`config.mk`:
```
export PLATFORM = sky130hd
export DESIGN_NAME = refill_controller
export DESIGN_NICKNAME = d
export VERILOG_FILES = /design/src/rtl/refill_controller_pkg.sv /design/src/rtl/refill_controller.sv
export SDC_FILE = /design/constraint.sdc
export NUM_CORES = 1
export LEC_CHECK = 0
export ABC_AREA = 1
export BUFFER_PORTS_ARGS = -buffer_cell sky130_fd_sc_hd__buf_4
export CAP_MARGIN = 20
export CORE_MARGIN = 4
export CORE_UTILIZATION = 42
export CTS_BUF_LIST = sky130_fd_sc_hd__clkbuf_4 sky130_fd_sc_hd__clkbuf_8 sky130_fd_sc_hd__clkbuf_16
export DETAILED_ROUTE_END_ITERATION = 8
export GPL_ROUTABILITY_DRIVEN = 0
export GPL_TIMING_DRIVEN = 0
export PLACE_DENSITY = 0.82
export SYNTH_ARGS = -nofsm -noshare
export SYNTH_HDL_FRONTEND = slang
export SYNTH_SLANG_ARGS = --single-unit
```
`constraint.sdc`:
```
create_clock -name clk_i -period 1.9 [get_ports clk_i]
set_input_delay 0.095 -clock clk_i [delete_from_list [all_inputs] [get_ports clk_i]]
set_output_delay 0.095 -clock clk_i [all_outputs]
set_load 0.05 [all_outputs]
```
`src/rtl/refill_controller_pkg.sv`:
```
// Shared types and line-geometry constants for the cache refill path.
// Geometry macros normally come from cache.svh; the fallbacks keep this slice standalone.
`ifndef CACHE_B
`define CACHE_B 6
`endif
`ifndef CACHE_E
`define CACHE_E 4
`endif

package refill_controller_pkg;

    localparam int unsigned OFFSET_W       = `CACHE_B;
    localparam int unsigned DEF_LINE_WORDS = 2 ** (OFFSET_W - 2);
    localparam int unsigned DEF_SET_SIZE   = `CACHE_E;

    typedef enum logic [1:0] {IDLE, WRITEBACK, REFILL, DONE} refill_state_t;

endpackage

```
`src/rtl/refill_controller.sv`:
```
// Cache miss handler: optional dirty write-back of the chosen victim, then a word-by-word
// refill of that line from memory, ending with a one-cycle fill/done strobe.
module refill_controller
    import refill_controller_pkg::*;
#(
    parameter int unsigned SET_SIZE   = DEF_SET_SIZE,
    parameter int unsigned LINE_WORDS = DEF_LINE_WORDS,
    parameter int unsigned CNT_W      = $clog2(LINE_WORDS)
) (
    input  logic                clk_i,
    input  logic                rst_ni,
    input  logic                miss_i,
    input  logic [31:0]         addr_i,
    input  logic [SET_SIZE-1:0] victim_line_i,
    input  logic                victim_dirty_i,
    input  logic [31:0]         victim_addr_i,
    output logic [CNT_W-1:0]    line_word_o,
    input  logic [31:0]         line_rdata_i,
    output logic [SET_SIZE-1:0] line_we_o,
    output logic [31:0]         line_wdata_o,
    output logic                line_fill_o,
    output logic                mem_req_o,
    output logic                mem_wen_o,
    output logic [31:0]         mem_addr_o,
    output logic [31:0]         mem_wdata_o,
    input  logic [31:0]         mem_rdata_i,
    input  logic                mem_ready_i,
    output logic                busy_o,
    output logic                done_o
);

    localparam logic [CNT_W-1:0] LAST = CNT_W'(LINE_WORDS - 1);

    refill_state_t       state_q, state_d;
    logic [CNT_W-1:0]    cnt_q, cnt_d;
    logic [31:0]         miss_base_q, victim_base_q;
    logic [SET_SIZE-1:0] victim_q;
    logic                latch;
    logic [31:0]         word_off;
    logic                unused_offset;

    assign word_off      = {{(30 - CNT_W){1'b0}}, cnt_q, 2'b00};
    assign unused_offset = ^{addr_i[CNT_W+1:0], victim_addr_i[CNT_W+1:0]};

    always_ff @(posedge clk_i or negedge rst_ni) begin
        if (!rst_ni) begin
            state_q       <= IDLE;
            cnt_q         <= '0;
            miss_base_q   <= '0;
            victim_base_q <= '0;
            victim_q      <= '0;
        end else begin
            state_q <= state_d;
            cnt_q   <= cnt_d;
            if (latch) begin
                miss_base_q   <= {addr_i[31:CNT_W+2], {(CNT_W + 2){1'b0}}};
                victim_base_q <= {victim_addr_i[31:CNT_W+2], {(CNT_W + 2){1'b0}}};
                victim_q      <= victim_line_i;
            end
        end
    end

    always_comb begin
        state_d      = state_q;
        cnt_d        = cnt_q;
        latch        = 1'b0;
        line_word_o  = '0;
        line_we_o    = '0;
        line_wdata_o = '0;
        line_fill_o  = 1'b0;
        mem_req_o    = 1'b0;
        mem_wen_o    = 1'b0;
        mem_addr_o   = '0;
        mem_wdata_o  = '0;
        done_o       = 1'b0;
        busy_o       = (state_q != IDLE);

        unique case (state_q)
            IDLE: begin
                if (miss_i) begin
                    latch   = 1'b1;
                    cnt_d   = '0;
                    state_d = victim_dirty_i ? WRITEBACK : REFILL;
                end
            end
            WRITEBACK: begin
                mem_req_o   = 1'b1;
                mem_wen_o   = 1'b1;
                line_word_o = cnt_q;
                mem_wdata_o = line_rdata_i;
                mem_addr_o  = victim_base_q + word_off;
                if (mem_ready_i) begin
                    if (cnt_q == LAST) begin
                        cnt_d   = '0;
                        state_d = REFILL;
                    end else begin
                        cnt_d = cnt_q + 1'b1;
                    end
                end
            end
            REFILL: begin
                mem_req_o   = 1'b1;
                line_word_o = cnt_q;
                mem_addr_o  = miss_base_q + word_off;
                if (mem_ready_i) begin
                    line_we_o    = victim_q;
                    line_wdata_o = mem_rdata_i;
                    cnt_d        = cnt_q + 1'b1;
                    if (cnt_q == LAST) begin
                        state_d = DONE;
                    end
                end
            end
            DONE: begin
                line_fill_o = 1'b1;
                done_o      = 1'b1;
                state_d     = IDLE;
            end
            default: state_d = IDLE;
        endcase
    end

endmodule
```
==> impl_summary.txt <==
----------------------------------------------------
[Run status]
  Outcome ... finished, violations left
  Violations in the final reports ... setup timing

[Clocking]
  Number of buffers on the longest clock path ... 2
  Number of CTS-inserted buffers ... 9
  TritonCTS clock tree ... yes
  Total number of H-tree levels ... 3
  Clock transition at the registers of the reported paths ... 70 ps
  Clock root buffer master ... clkbuf_8
  Clock sink count ... 62
  Insertion delay of the later-clocked pin in the worst-skew pair ... 350 ps

[Die]
  Die Span Y ... 99.56 um
  X dimension of the die ... 99.56 um
  Full die area ... 9912 um^2
  Number of ports placed on the die boundary ... 246
  Row cnt ... 33
  Area of the core region ... 8175 um^2
  Effective utilization at floorplan ... 43.07%

[Yosys]
  Simple-gate share of the synthesized area ... 18.12%
  Cell area after synthesis ... 3521 um^2
  Mean post-synth cell area ... 8.131 um^2
  Syn Inst Count ... 433
  Number of synthesized flops with an enable pin ... 0
  Synth cell types ... 20
  Share of the synthesized area in the top cell type ... 44.07%
  Share of cell area taken by muxes after synthesis ... 16.63%
  Combinational family with the most area after synthesis ... simple AND/OR/NAND/NOR gates
  Synth area leaders ... dfrtp_1 (44%), mux2_2 (17%), nand2_1 (12%)
  Cell with the most instances after synthesis ... nand2_1
  Share of synthesized cell area in full adder, half adder and majority cells ... 2.132%
  FFs w/ async S/R, synth ... 100.0%
  Commonest cells in the synthesized netlist ... nand2_1 (109), inv_1 (85), dfrtp_1 (62), mux2_2 (52), nor2_1 (49)
  Yosys Warn Count ... 0
  Post-synthesis share of cell area spent on xor and xnor gates ... 0.2488%
  Compound-gate portion of the synthesized area ... 5.117%
  Sequential-to-total area share from yosys stat ... 44.07%
  Largest area contributor in the netlist ... dfrtp_1
  Most used flip-flop cell after synthesis ... dfrtp_1
  Flip-flop and latch count after synthesis ... 62

[Min path]
  Hold WC Path Type ... primary input to flip-flop

[Placed design]
  Post-detailed-placement half-perimeter wirelength ... 9.345 mm
  Number of placed instances, taps included ... 770
  Worst slack after detailed placement ... -24.71 ps
  Number of port buffers ... 231

[Cells and area]
  Antenna diodes ... 0
  Area growth from synthesis to layout ... 89.62%
  # nets final ... 879
  Share of layout cells above drive strength 1 ... 49.66%
  Final std cells w/o fill ... 846

[GRT]
  Largest net degree at the start of global routing ... 63
  Global-route total usage across every layer ... 28.62%
  Via count of the first global-routing pass ... 4,290
  Antenna violations before repair ... 0
  Wire length of the first global-routing pass ... 21.91 mm
  Remaining Overflow, GRT ... 0

[Pwr]
  Portion of total power attributed to the clock network ... 9.9%
  Int Pwr ... 5.478 mW
  Total power draw ... 11.57 mW
  Power density over cell area ... 1734 nW/um^2
  Leakage power summed over all cells ... 3.622 nW
  Relative contribution of sequential cells to total power ... 21.0%
  Fraction of power consumed by combinational cells ... 69.2%
  Fraction of power spent switching nets ... 52.68%
  Max IR drop VDD ... 1375 uV
  Switching power summed over all nets ... 6.097 mW

[Worst setup path]
  Crit path kind ... flip-flop to primary output
  Req. time, crit path ... 1800 ps
  Startpoint types ... flip-flop
  Crit-path max FO ... 10
  Worst endpoint data arrival time ... 1810 ps
  Worst Setup End Kind ... primary output
  Flop-to-flop setup slack ... 410 ps

[Timing]
  Number of endpoints failing setup at the final stage ... 1
  Final-report max-slew violation count ... 0
  Final Critical Period ... 1903 ps
  Crit share post-route ... 100.1%
  Least-Margin Pin Slew ... 780.8 ps
  Hold Vio Cnt, Final ... 0
  Final setup margin ... -2.641 ps
  Layout Skew ... 16.97 ps
  Headroom to the max-slew limit ... 47.95%
  Maximum clock rate ... 525.6 MHz

[Routing]
  Routed Wire Length ... 15.04 mm
  Remaining antenna violation count ... 0
  Average wire length per cell after detail routing ... 17.78 um
  Number of DRC markers in iteration 0 ... 191
  DRT Pass-1 Iters ... 4
  Drt via density ... 4.764
  Via count of the routed design ... 4,030
  Post-route DRC ... 0

[Flow run]
  Maxcap violations ... 0

----------------------------------------------------
==> power by group through the flow <==
stage,Clock (mW),Sequential [mW],Combinational (mW)
after CTS,1.11,2.32,7.72
after global placement,0,2.29,6.94
after floorplan,0,2.23,5.23
final,1.14,2.43,8.01
after detailed placement,0,2.34,7.04
after global routing,1.20,2.47,8.41
==> critical path, cell delays in order, from the launching register on <==
cell	delay (ps)
dfrtp_1	400
inv_2	110
ha_4	170
buf_8	140
buf_6	150
nand2_1	130
a21oi_4	180
buf_6	180
==> cell usage in the layout (no fill, tap or decap), drive strengths merged <==
| master | instances |
|---|---|
| xor2 | 1 |
| clkinvlp | 1 |
| mux2 | 52 |
| conb | 2 |
| nand3b | 1 |
| o21ai | 3 |
| clkinv | 2 |
| a21oi | 33 |
| dlygate4sd3 | 55 |
| nor2 | 49 |
| clkbuf | 17 |
| nand2 | 110 |
| buf | 256 |
| nand3 | 4 |
| dfrtp | 62 |
| inv | 86 |
| ha | 6 |
| or2 | 1 |
==> flip-flops by register name (all words and copies together), names as in the netlist <==
signal	count
miss_base_q	26
victim_q	4
state_q	2
victim_base_q	26
cnt_q	4
==> cell families (layout without fill, tap and decap cells) <==
kind of cell / after synthesis / count (layout)
AO/OA/AOI/OAI: 36 / 36
XOR/XNOR: 1 / 1
adder cells (fa/ha/maj): 6 / 6
buffers and inverters: 110 / 417
flip-flops: 62 / 62
multiplexers: 52 / 52
other: 1 / 2
AND/OR/NAND/NOR: 165 / 165
==> path summary, 6_finish.rpt <==
check / startpoint / to / cells past startpoint
setup / recovery: state_q[0] / mem_addr_o[9] / 7
hold / removal: victim_line_i[2] / victim_q[2] / 3
setup reg to reg: state_q[0] / cnt_q[0] / 8
hold reg to reg: miss_base_q[30] / miss_base_q[30] / 1
max in group asynchronous: rst_ni / victim_base_q[10] / 2
min in group asynchronous: rst_ni / miss_base_q[19] / 2
==> per-stage QoR <==
step	area (um^2)	TNS, ps	utilization (%)	hold WS (ps)
5_1_grt	6676	-91.21	81.67	21.78
6_report	6676	-2.641	81.67	4.798
3_3_place_gp	5655	-3.702	69.18	215.4
3_5_place_dp	5655	-126.3	69.18	220.0
4_1_cts	6605	0	80.79	1.052
2_1_floorplan	3790	-126.3	-	-200.6
==> final cells by class <==
cell class                      count  area, um^2
Clock buffer                       13       172.7
Buffer                             23       230.2
Tap cell                          105       131.4
Timing Repair Buffer              292        2450
Fill cell                         446        1499
Sequential cell                    62        1551
Clock inverter                      3       17.52
Multi-Input combinational cell    262        1798
Inverter                           86       325.3
==> routing by layer <==
layer | share of wire, % | global-route usage [%]
met1 | 36 | 28.37
met2 | 54 | 55.32
met3 | 8.2 | 8.976
met4 | 2.0 | 10.19
met5 | 0 | 0
==> timing repair <==
item / CTS / global route
buffers inserted: 4 / 2
hold buffers: 54 / 1
setup endpoints to repair: 92 / 72
endpoints found under the hold margin: 115 / 1
resized for setup: 57 / 15
pin swaps: 1 / 1
(Power assumes the default switching activity.)
